$ cat config.mk
export PLATFORM = sky130hd
export DESIGN_NAME = instr_encoder_loader
export DESIGN_NICKNAME = d
export VERILOG_FILES = /design/src/rtl/isa_pkg.sv /design/src/rtl/instr_encoder.sv /design/src/rtl/instr_encoder_loader.sv
export SDC_FILE = /design/constraint.sdc
export NUM_CORES = 1
export LEC_CHECK = 0
export BUFFER_PORTS_ARGS = -buffer_cell sky130_fd_sc_hd__buf_2
export CAP_MARGIN = 20
export CORE_ASPECT_RATIO = 0.8
export CORE_MARGIN = 3
export CORE_UTILIZATION = 54
export CTS_BUF_LIST = sky130_fd_sc_hd__clkbuf_4
export DETAILED_ROUTE_END_ITERATION = 10
export GPL_ROUTABILITY_DRIVEN = 0
export PLACE_DENSITY = 0.83
export SLEW_MARGIN = 20
export SYNTH_ARGS = -nofsm -noshare
export SYNTH_HDL_FRONTEND = slang
export SYNTH_SLANG_ARGS = --single-unit
$ cat constraint.sdc
create_clock -name Clk -period 2.1 [get_ports Clk]
set_input_delay 0.105 -clock Clk [delete_from_list [all_inputs] [get_ports Clk]]
set_output_delay 0.105 -clock Clk [all_outputs]
set_load 0.05 [all_outputs]
$ cat src/rtl/isa_pkg.sv
// isa_pkg: instruction classes, sub-op and flag codes, and opcode prefixes
// shared by the encoder, the loader and the testbench.
package isa_pkg;
    localparam int IW = 9;
    typedef enum logic [2:0] {
        CLS_MOV, CLS_B, CLS_LI, CLS_SHIFT, CLS_MEM, CLS_SBF, CLS_ALU, CLS_ILL
    } instr_class_e;
    typedef enum logic [2:0] {ALU_ADD, ALU_SUB, ALU_AND, ALU_OR, ALU_NOT, ALU_XOR} alu_op_e;
    typedef enum logic [2:0] {FLG_NE, FLG_EQ, FLG_LT, FLG_LE, FLG_JP} flag_e;
    localparam logic [0:0] PFX_MOV   = 1'b0;
    localparam logic [2:0] PFX_B     = 3'b100;
    localparam logic [2:0] PFX_LI    = 3'b101;
    localparam logic [2:0] PFX_SHIFT = 3'b110;
    localparam logic [3:0] PFX_ALU   = 4'b1110;
    localparam logic [4:0] PFX_MEM   = 5'b11110;
    localparam logic [5:0] PFX_SBF   = 6'b111011;
    typedef struct packed {
        instr_class_e cls;
        logic [3:0]   dst;
        logic [3:0]   src;
        logic [5:0]   imm;
        logic [2:0]   sub;
    } desc_t;
endpackage

$ cat src/rtl/instr_encoder.sv
// instr_encoder: combinational descriptor to 9-bit machine word, flagging
// encodings that the decoder cannot represent.
module instr_encoder
    import isa_pkg::*;
(
    input  desc_t         desc_i,
    output logic [IW-1:0] word_o,
    output logic          illegal_o
);
    always_comb begin
        word_o    = '0;
        illegal_o = 1'b0;
        case (desc_i.cls)
            CLS_MOV:   word_o = {PFX_MOV, desc_i.dst, desc_i.src};
            CLS_B:     word_o = {PFX_B, desc_i.imm};
            CLS_LI:    word_o = {PFX_LI, desc_i.imm};
            CLS_SHIFT: word_o = {PFX_SHIFT, desc_i.sub[0], desc_i.dst[1:0], desc_i.imm[2:0]};
            CLS_MEM:   word_o = {PFX_MEM, desc_i.sub[0], desc_i.src[2:0]};
            CLS_SBF: begin
                word_o    = {PFX_SBF, desc_i.sub};
                illegal_o = desc_i.sub > FLG_JP;
            end
            CLS_ALU: begin
                word_o    = {PFX_ALU, desc_i.sub, desc_i.dst[1:0]};
                illegal_o = desc_i.sub > ALU_XOR;
            end
            default:   illegal_o = 1'b1;
        endcase
    end
endmodule

$ cat src/rtl/instr_encoder_loader.sv
// instr_encoder_loader: encodes a stream of instruction descriptors and writes
// them to consecutive instruction-memory addresses through a registered port.
module instr_encoder_loader #(
    parameter int AW = 10,
    parameter int IW = 9
) (
    input  logic          Clk,
    input  logic          Reset_n,
    input  logic          start,
    input  logic [AW-1:0] base_addr,
    input  logic          in_valid,
    output logic          in_ready,
    input  logic [2:0]    in_class,
    input  logic [3:0]    in_dst,
    input  logic [3:0]    in_src,
    input  logic [5:0]    in_imm,
    input  logic [2:0]    in_sub,
    input  logic          in_last,
    output logic          im_we,
    output logic [AW-1:0] im_addr,
    output logic [IW-1:0] im_wdata,
    output logic          busy,
    output logic          done,
    output logic          err,
    output logic [AW-1:0] err_addr,
    output logic [AW:0]   count
);
    import isa_pkg::*;

    typedef enum logic [1:0] {S_IDLE, S_RUN, S_DONE, S_FAULT} state_e;
    localparam logic [AW-1:0] ADDR_MAX = '1;

    state_e        state_q, state_d;
    logic [AW-1:0] addr_q, addr_d, waddr_q, waddr_d, err_addr_q, err_addr_d;
    logic [AW:0]   count_q, count_d;
    logic [IW-1:0] wdata_q, wdata_d, enc_word;
    logic          we_q, we_d, done_q, done_d, err_q, err_d;
    logic          enc_illegal, accept, ovf;
    desc_t         desc;

    assign desc = '{cls: instr_class_e'(in_class), dst: in_dst, src: in_src, imm: in_imm, sub: in_sub};

    instr_encoder u_enc (
        .desc_i   (desc),
        .word_o   (enc_word),
        .illegal_o(enc_illegal)
    );

    assign in_ready = state_q == S_RUN;
    assign accept   = in_valid && in_ready;
    // the top address can still be written, but only a last word may end there
    assign ovf      = !in_last && addr_q == ADDR_MAX;

    always_comb begin
        state_d    = state_q;
        addr_d     = addr_q;
        count_d    = count_q;
        waddr_d    = waddr_q;
        wdata_d    = wdata_q;
        we_d       = 1'b0;
        done_d     = done_q;
        err_d      = err_q;
        err_addr_d = err_addr_q;
        if (start && state_q != S_RUN) begin
            state_d    = S_RUN;
            addr_d     = base_addr;
            count_d    = '0;
            done_d     = 1'b0;
            err_d      = 1'b0;
            err_addr_d = '0;
        end else if (accept && enc_illegal) begin
            state_d    = S_FAULT;
            err_d      = 1'b1;
            err_addr_d = addr_q;
        end else if (accept) begin
            we_d       = 1'b1;
            waddr_d    = addr_q;
            wdata_d    = enc_word;
            addr_d     = addr_q + 1'b1;
            count_d    = count_q + 1'b1;
            state_d    = in_last ? S_DONE : ovf ? S_FAULT : S_RUN;
            done_d     = in_last;
            err_d      = ovf;
            err_addr_d = ovf ? addr_q : err_addr_q;
        end
    end

    always_ff @(posedge Clk or negedge Reset_n) begin
        if (!Reset_n) begin
            state_q    <= S_IDLE;
            addr_q     <= '0;
            count_q    <= '0;
            waddr_q    <= '0;
            wdata_q    <= '0;
            we_q       <= 1'b0;
            done_q     <= 1'b0;
            err_q      <= 1'b0;
            err_addr_q <= '0;
        end else begin
            state_q    <= state_d;
            addr_q     <= addr_d;
            count_q    <= count_d;
            waddr_q    <= waddr_d;
            wdata_q    <= wdata_d;
            we_q       <= we_d;
            done_q     <= done_d;
            err_q      <= err_d;
            err_addr_q <= err_addr_d;
        end
    end

    assign im_we    = we_q;
    assign im_addr  = waddr_q;
    assign im_wdata = wdata_q;
    assign busy     = in_ready || we_q;
    assign done     = done_q;
    assign err      = err_q;
    assign err_addr = err_addr_q;
    assign count    = count_q;
endmodule

# ---- Word-level counts from Yosys, hierarchy flattened
# Cells that the tools add are included.
dict set report op_classes {
  addsub 2
  order_cmp 2
  eq_ne 10
  n_mux 26
  bitwise_logic 2
  n_reduce_logical 14
}
# op count
set op_table {}
lappend op_table {{10-bit 2-to-1 mux} 7}
lappend op_table {{9-bit one-hot mux with 7 select lines} 1}
lappend op_table {{11-bit 2-to-1 mux} 3}
lappend op_table {{11-bit by 1-bit adder with 11-bit output (second input constant)} 1}
lappend op_table {{10-bit by 1-bit adder with 10-bit output (second input constant)} 1}
lappend op_table {{10-bit == test (second input constant)} 1}
lappend op_table {{2-bit 2-to-1 mux} 5}
lappend op_table {{3-bit == test (second input constant)} 3}
lappend op_table {{1-bit 2-to-1 mux} 9}
lappend op_table {{3-bit by 2-bit == test with 1-bit output (second input constant)} 2}
lappend op_table {{3-bit > comparator (second input constant)} 2}
lappend op_table {{3-bit nonzero test} 2}
lappend op_table {{5-bit OR reduction} 1}
lappend op_table {{1-bit logical AND} 4}
lappend op_table {{2-bit AND reduction} 2}
lappend op_table {{3-bit by 1-bit == test with 1-bit output (second input constant)} 1}
lappend op_table {{3-bit zero test} 1}
lappend op_table {{1-bit one-hot mux with 3 select lines} 1}
lappend op_table {{3-bit AND reduction} 1}
lappend op_table {{2-bit by 1-bit == test with 1-bit output (second input constant)} 1}
lappend op_table {{2-bit by 1-bit inequality test with 1-bit output (second input constant)} 1}
lappend op_table {{2-bit inequality test (second input constant)} 1}
lappend op_table {{1-bit NOT} 2}
lappend op_table {{2-bit nonzero test} 1}
lappend op_table {{2 further kinds} 2}
dict set report totals {
  register_bits 55
  input_bits 35
  wordCells 65
}

# ---- Logic depth before layout (Yosys ltp)
dict set report logic_depth {
  word_depth 7
  depth_mapped 8
  depth_no_buf 5
}

# ---- Hierarchy
# From an unflattened synthesis, not the netlist that was laid out.
dict set report unflattened {
  cells_unflattened 310
  area_unflattened_um2 2840.2
}
# module instances cells_per_inst area_per_inst_um2
set by_module_without_submodules {}
lappend by_module_without_submodules {instr_encoder_loader 1 264 2534.9}
lappend by_module_without_submodules {instr_encoder 1 46 305.3}

# ---- Worst setup path before layout
# No wires, ideal clock.
dict set report synth_timing {
  path_type {reg2reg}
  start {register count_q[0] (netlist: count[0])}
  end {register count_q[10] (netlist: count[10])}
  setup_time_ns 0.078
  t_arrival_ns 1.733
  t_required_ns 2.022
  path_slack_ns 0.289
  path_stages_with_launch 5
  n_path_buf 0
  path_cell_list {dfrtp_1 ha_1 nand3_1 or4_1 a21oi_1}
}
dict set report synth_between {
  elab_chain_len 4
}
# element line
set synth_lines {}
lappend synth_lines {{from (decl)} instr_encoder_loader.sv:35} ;# logic [AW:0] count_q, count_d;
lappend synth_lines {{from (signal assigned)} instr_encoder_loader.sv:102} ;# count_q <= count_d;
lappend synth_lines {{11-bit by 1-bit adder with 11-bit output} instr_encoder_loader.sv:80} ;# count_d = count_q + 1'b1;
lappend synth_lines {{11-bit 2-to-1 mux} instr_encoder_loader.sv:75} ;# end else if (accept) begin
lappend synth_lines {{11-bit 2-to-1 mux} instr_encoder_loader.sv:71} ;# end else if (accept && enc_illegal) begin
lappend synth_lines {{11-bit 2-to-1 mux} instr_encoder_loader.sv:64} ;# if (start && state_q != S_RUN) begin
# No other way between the ends. The select of a mux whose other input is x is not followed.
# A chain may end at the register's enable or synchronous reset.

# ---- Worst setup path in the final report
dict set report layout_timing {
  start {register addr_q[0]}
  end {register addr_q[8]}
}
dict set report layout_between {
  elab_chain_len 4
}
# element line
set layout_lines {}
lappend layout_lines {{from (decl)} instr_encoder_loader.sv:34} ;# logic [AW-1:0] addr_q, addr_d, waddr_q, waddr_d, err_addr_q, err_addr_d;
lappend layout_lines {{from (signal assigned)} instr_encoder_loader.sv:101} ;# addr_q <= addr_d;
lappend layout_lines {{10-bit by 1-bit adder with 10-bit output} instr_encoder_loader.sv:79} ;# addr_d = addr_q + 1'b1;
lappend layout_lines {{10-bit 2-to-1 mux} instr_encoder_loader.sv:75}
lappend layout_lines {{10-bit 2-to-1 mux} instr_encoder_loader.sv:71}
lappend layout_lines {{10-bit 2-to-1 mux} instr_encoder_loader.sv:64}
# No other way between the ends. The select of a mux whose other input is x is not followed.

==> results_tabular.tex <==
\begin{tabular}{lr}
\hline
Metric & Value \\
\hline
\multicolumn{2}{l}{\textbf{Run status}} \\
\quad Status & complete, no violations \\
\multicolumn{2}{l}{\textbf{Critical path}} \\
\quad Kind of start point of the critical path & flop \\
\quad Crit path arrival time & 2.15 ns \\
\quad Cell with the largest stage delay on the worst path & sky130\_fd\_sc\_hd\_\_or4\_1 \\
\quad Critical Path, Cell by Cell & ha\_1 > nand3\_1 > or2\_2 > or4\_1 > a31oi\_1 \\
\quad Worst Path Buf+Inv & 0 \\
\quad Category of the critical setup timing path & reg2reg \\
\quad Nature of the critical path endpoint & flop \\
\quad Kind of cell with the highest combined delay on the critical path & simple AND/OR/NAND/NOR gates \\
\quad Max stage delay on crit path & 0.47 ns \\
\quad Highest net fanout along the worst path & 5 \\
\quad Required time worst endpoint & around 2.4 ns \\
\multicolumn{2}{l}{\textbf{Finish}} \\
\quad Number of diodes added for antenna fixing & 0 \\
\quad Fraction of final layout cells with drive strength greater than 1 & 0.2765 \\
\quad Final layout net count & 423 \\
\quad Number of cells in the finished layout apart from fillers & 447 \\
\quad Layout area overhead & 24.47\% \\
\quad Fillcell total & 367 \\
\quad Post-layout utilization of the core & 0.7204 \\
\multicolumn{2}{l}{\textbf{Synth}} \\
\quad Cell with the most instances after synthesis & sky130\_fd\_sc\_hd\_\_dfrtp\_1 \\
\quad Library cell with the largest summed area after synthesis & sky130\_fd\_sc\_hd\_\_dfrtp\_1 \\
\quad Ys async rst share & 1.000 \\
\quad Area share of and/or/nand/nor cells after synthesis & 0.1925 \\
\quad Post-synthesis compound-gate area fraction & 0.1929 \\
\quad Primary flip-flop cell chosen by synthesis mapping & sky130\_fd\_sc\_hd\_\_dfrtp\_1 \\
\quad Commonest cells in the synthesized netlist & sky130\_fd\_sc\_hd\_\_dfrtp\_1 (55), sky130\_fd\_sc\_hd\_\_nand2\_1 (42), sky130\_fd\_sc\_hd\_\_o21ai\_0 (33) \\
\quad Multiplexer fraction of the synthesized cell area & 0.04857 \\
\quad Largest family of logic cells by synthesized area & compound AO/OA/AOI/OAI gates \\
\quad Count of flip-flops with a built-in enable after synthesis & 0 \\
\quad Top area cells in the synthesized netlist & sky130\_fd\_sc\_hd\_\_dfrtp\_1 (50\%), sky130\_fd\_sc\_hd\_\_o21ai\_0 (6.0\%), sky130\_fd\_sc\_hd\_\_nand2\_1 (5.7\%), sky130\_fd\_sc\_hd\_\_mux2i\_1 (3.6\%), sky130\_fd\_sc\_hd\_\_inv\_1 (2.6\%) \\
\quad Synthesized-area fraction occupied by adder cells & 0.009079 \\
\quad Number of distinct library cells after synthesis & 46 \\
\quad Average size of a mapped cell & a little over 9 sq um \\
\quad Cells after synthesis & 295 \\
\quad Share of the synthesized netlist area taken by xor and xnor gates & 0 \\
\quad Synth Net Count & 332 \\
\quad Synth Cell Area & 0.002756 sq mm \\
\quad Yosys warning total & 0 \\
\quad Share of the synthesized area in the top cell type & 0.4993 \\
\quad Flip-flop and latch count after synthesis & 55 \\
\quad Sequential area share after synthesis & 0.4993 \\
\multicolumn{2}{l}{\textbf{Route}} \\
\quad Wire per inst & 15.18 um \\
\quad Number of detailed-routing iterations run before antenna repair & 4 \\
\quad Via count & $\sim$2600 \\
\quad Via-per-instance ratio & 5.794 \\
\quad Routed Antenna Nets & 0 \\
\quad Iteration-0 DRC count of the detailed router & 176 \\
\quad Total Routed Length & around 6800 um \\
\quad DRC errors left & 0 \\
\multicolumn{2}{l}{\textbf{GRT}} \\
\quad GRT Residual Overflow & 0 \\
\quad Number of global-route vias before repair & 2506 \\
\quad Number of antenna violations at the first check in global routing & 0 \\
\quad Pin count of the biggest net entering global routing & 31 \\
\quad Overall track demand over capacity in global routing & 0.2370 \\
\quad Global-route wire length before repair & 11530 um \\
\multicolumn{2}{l}{\textbf{Power and ir drop}} \\
\quad Power density cells & 1207 mW/mm\^{}2 \\
\quad Worst supply voltage drop on vdd & 0.8581 mV \\
\quad Static leakage power & 1.714 nW \\
\quad Final total power & 4.141 mW \\
\multicolumn{2}{l}{\textbf{STA}} \\
\quad Maximum frequency from static timing analysis & about 0.55 GHz \\
\quad RSZ-0062 raised after global routing & no \\
\quad Final period util & 0.8694 \\
\quad Hold Fails Final Rpt & 0 \\
\quad Worst setup margin & $\sim$0.27 ns \\
\quad Clock skew after layout & 0.01629 ns \\
\quad Setup TNS Final & 0 ns \\
\quad Final setup violating endpoints & 0 \\
\quad Measured slew at the worst slew-check pin & 0.6288 ns \\
\quad Min Tclk post-route & 1.826 ns \\
\quad Final max-slew violation count & 0 \\
\quad Worst slew slack as a fraction of its limit & 0.5788 \\
\multicolumn{2}{l}{\textbf{Job}} \\
\quad Max\_cap viols & 0 \\
\multicolumn{2}{l}{\textbf{Die}} \\
\quad Die footprint & 0.006003 sq mm \\
\quad Placement row count & 22 \\
\quad Top-Level Pins & 80 \\
\quad Die H & 69.90 um \\
\quad Die width & roughly 86 um \\
\quad Starting density of the core & 0.5788 \\
\quad Floorplan Core Area & 0.004762 sq mm \\
\multicolumn{2}{l}{\textbf{Clocking}} \\
\quad Number of gates given a new drive strength after cts & 0 \\
\quad Clk root buf & sky130\_fd\_sc\_hd\_\_clkbuf\_4 \\
\quad CTS Sinks & 55 \\
\quad Insertion delay to the later sink of the worst-skew pair & 0.40 ns \\
\quad TritonCTS clock tree & done \\
\quad Hold buffers post-CTS & 13 \\
\quad Post-CTS Setup Inserts & 0 \\
\quad Htree depth & 2 \\
\quad Buffers from clock root to sink, at most & 2 \\
\quad Number of buffers added by the clock tree synthesis step & 5 \\
\quad Clock edge transition at the registers on the reported setup and hold paths & 0.17 ns \\
\multicolumn{2}{l}{\textbf{Placement}} \\
\quad Cell count after placement & 426 \\
\quad Estimated wirelength of the detail-placed design & 5205 um \\
\quad Count of buffers inserted at the top-level ports & just under 80 \\
\quad Pre-CTS setup slack & 0.2432 ns \\
\multicolumn{2}{l}{\textbf{Min path}} \\
\quad Tightest Hold Check Type & in2reg \\
\hline
\end{tabular}
## path summary, 6_finish.rpt
| kind | start | to | slack (ns) | depth (start not counted) |
|---|---|---|---|---|
| min in group asynchronous | Reset_n | im_wdata[0] | 0.22 | 2 |
| max in group asynchronous | Reset_n | addr_q[0] | 1.30 | 3 |
| setup / recovery | addr_q[0] | addr_q[8] | 0.27 | 5 |
| hold reg to reg | im_wdata[7] | im_wdata[7] | 0.50 | 1 |
| hold / removal | in_imm[2] | im_wdata[2] | 0.003 | 3 |
| setup reg to reg | addr_q[0] | addr_q[8] | 0.27 | 5 |
## logic make-up (layout without fill, tap and decap cells)
kind of cell | after synthesis | after routing
AO/OA/AOI/OAI | 82 | 82
adder cells (fa/ha/maj) | 2 | 2
buffers and inverters | 37 | 129
flip-flops | 55 | 55
multiplexers | 13 | 13
AND/OR/NAND/NOR | 106 | 106
## where the power goes
part           internal [mW]  switching [mW]
registers               1.39           0.273
logic                  0.502            1.47
clock network          0.143           0.364
total                   2.03            2.11
## sequential cells by signal, summed over array words and instances, names as in the netlist
name      cells
count        11
addr_q       10
err_addr     10
im_addr      10
im_wdata      9
state_q       2
done          1
err           1
im_we         1
## metal layers
| metal | wire (um) | vias up | GRT usage |
|---|---|---|---|
| met5 | 0 | - | 0 |
| met4 | 97 | 0 | 0.07381 |
| met3 | 437 | 12 | 0.04599 |
| met2 | 3279 | 96 | 0.3772 |
| met1 | 2970 | 1238 | 0.3262 |
| li1 | - | 1244 | - |
## worst reg2reg max path, delay by kind of cell, from the launching register on
kind	cells	cell delay (ns)
flops	1	0.44
fa+ha+maj	1	0.19
simple gates	3	0.97
compound gates	1	0.17
## through the flow
stage | area [sq um] | hold slack [ns]
floorplan | 2756 | -0.1906
CTS | 3431 | 0.003743
detailed placement | 3236 | 0.1524
global route | 3431 | 0.008427
global placement | 3236 | 0.1434
finish | 3431 | 0.003395
## cell type report
class	count	area, sq um	share of cell area
clock buffers	5	37.54	0.01094
flip-flops and latches	55	1376	0.4012
clock inverters	3	27.53	0.008023
inverters	19	71.32	0.02079
well taps	60	75.07	0.02188
multi-input cells	203	1230	0.3585
repair buffers	102	613.1	0.1787
## cells in the final DEF (no fill, tap or decap), types with 3 or more instances in the layout
cell,count
sky130_fd_sc_hd__nand3_1,12
sky130_fd_sc_hd__a21oi_1,9
sky130_fd_sc_hd__nand2_1,42
sky130_fd_sc_hd__o31ai_1,9
sky130_fd_sc_hd__clkbuf_4,5
sky130_fd_sc_hd__o211ai_1,4
sky130_fd_sc_hd__o21ai_0,32
sky130_fd_sc_hd__and2_1,4
sky130_fd_sc_hd__inv_1,19
sky130_fd_sc_hd__nor3_1,3
sky130_fd_sc_hd__or4_1,7
sky130_fd_sc_hd__a31oi_1,7
sky130_fd_sc_hd__or3_1,7
sky130_fd_sc_hd__nand4_1,4
sky130_fd_sc_hd__dlygate4sd3_1,13
sky130_fd_sc_hd__buf_4,9
sky130_fd_sc_hd__nand2b_1,4
sky130_fd_sc_hd__mux2i_1,10
sky130_fd_sc_hd__mux2_2,3
sky130_fd_sc_hd__dfrtp_1,55
sky130_fd_sc_hd__buf_2,79
sky130_fd_sc_hd__a221oi_1,5
sky130_fd_sc_hd__nor2_1,12
Note: power is estimated with default switching activity, not from simulation.
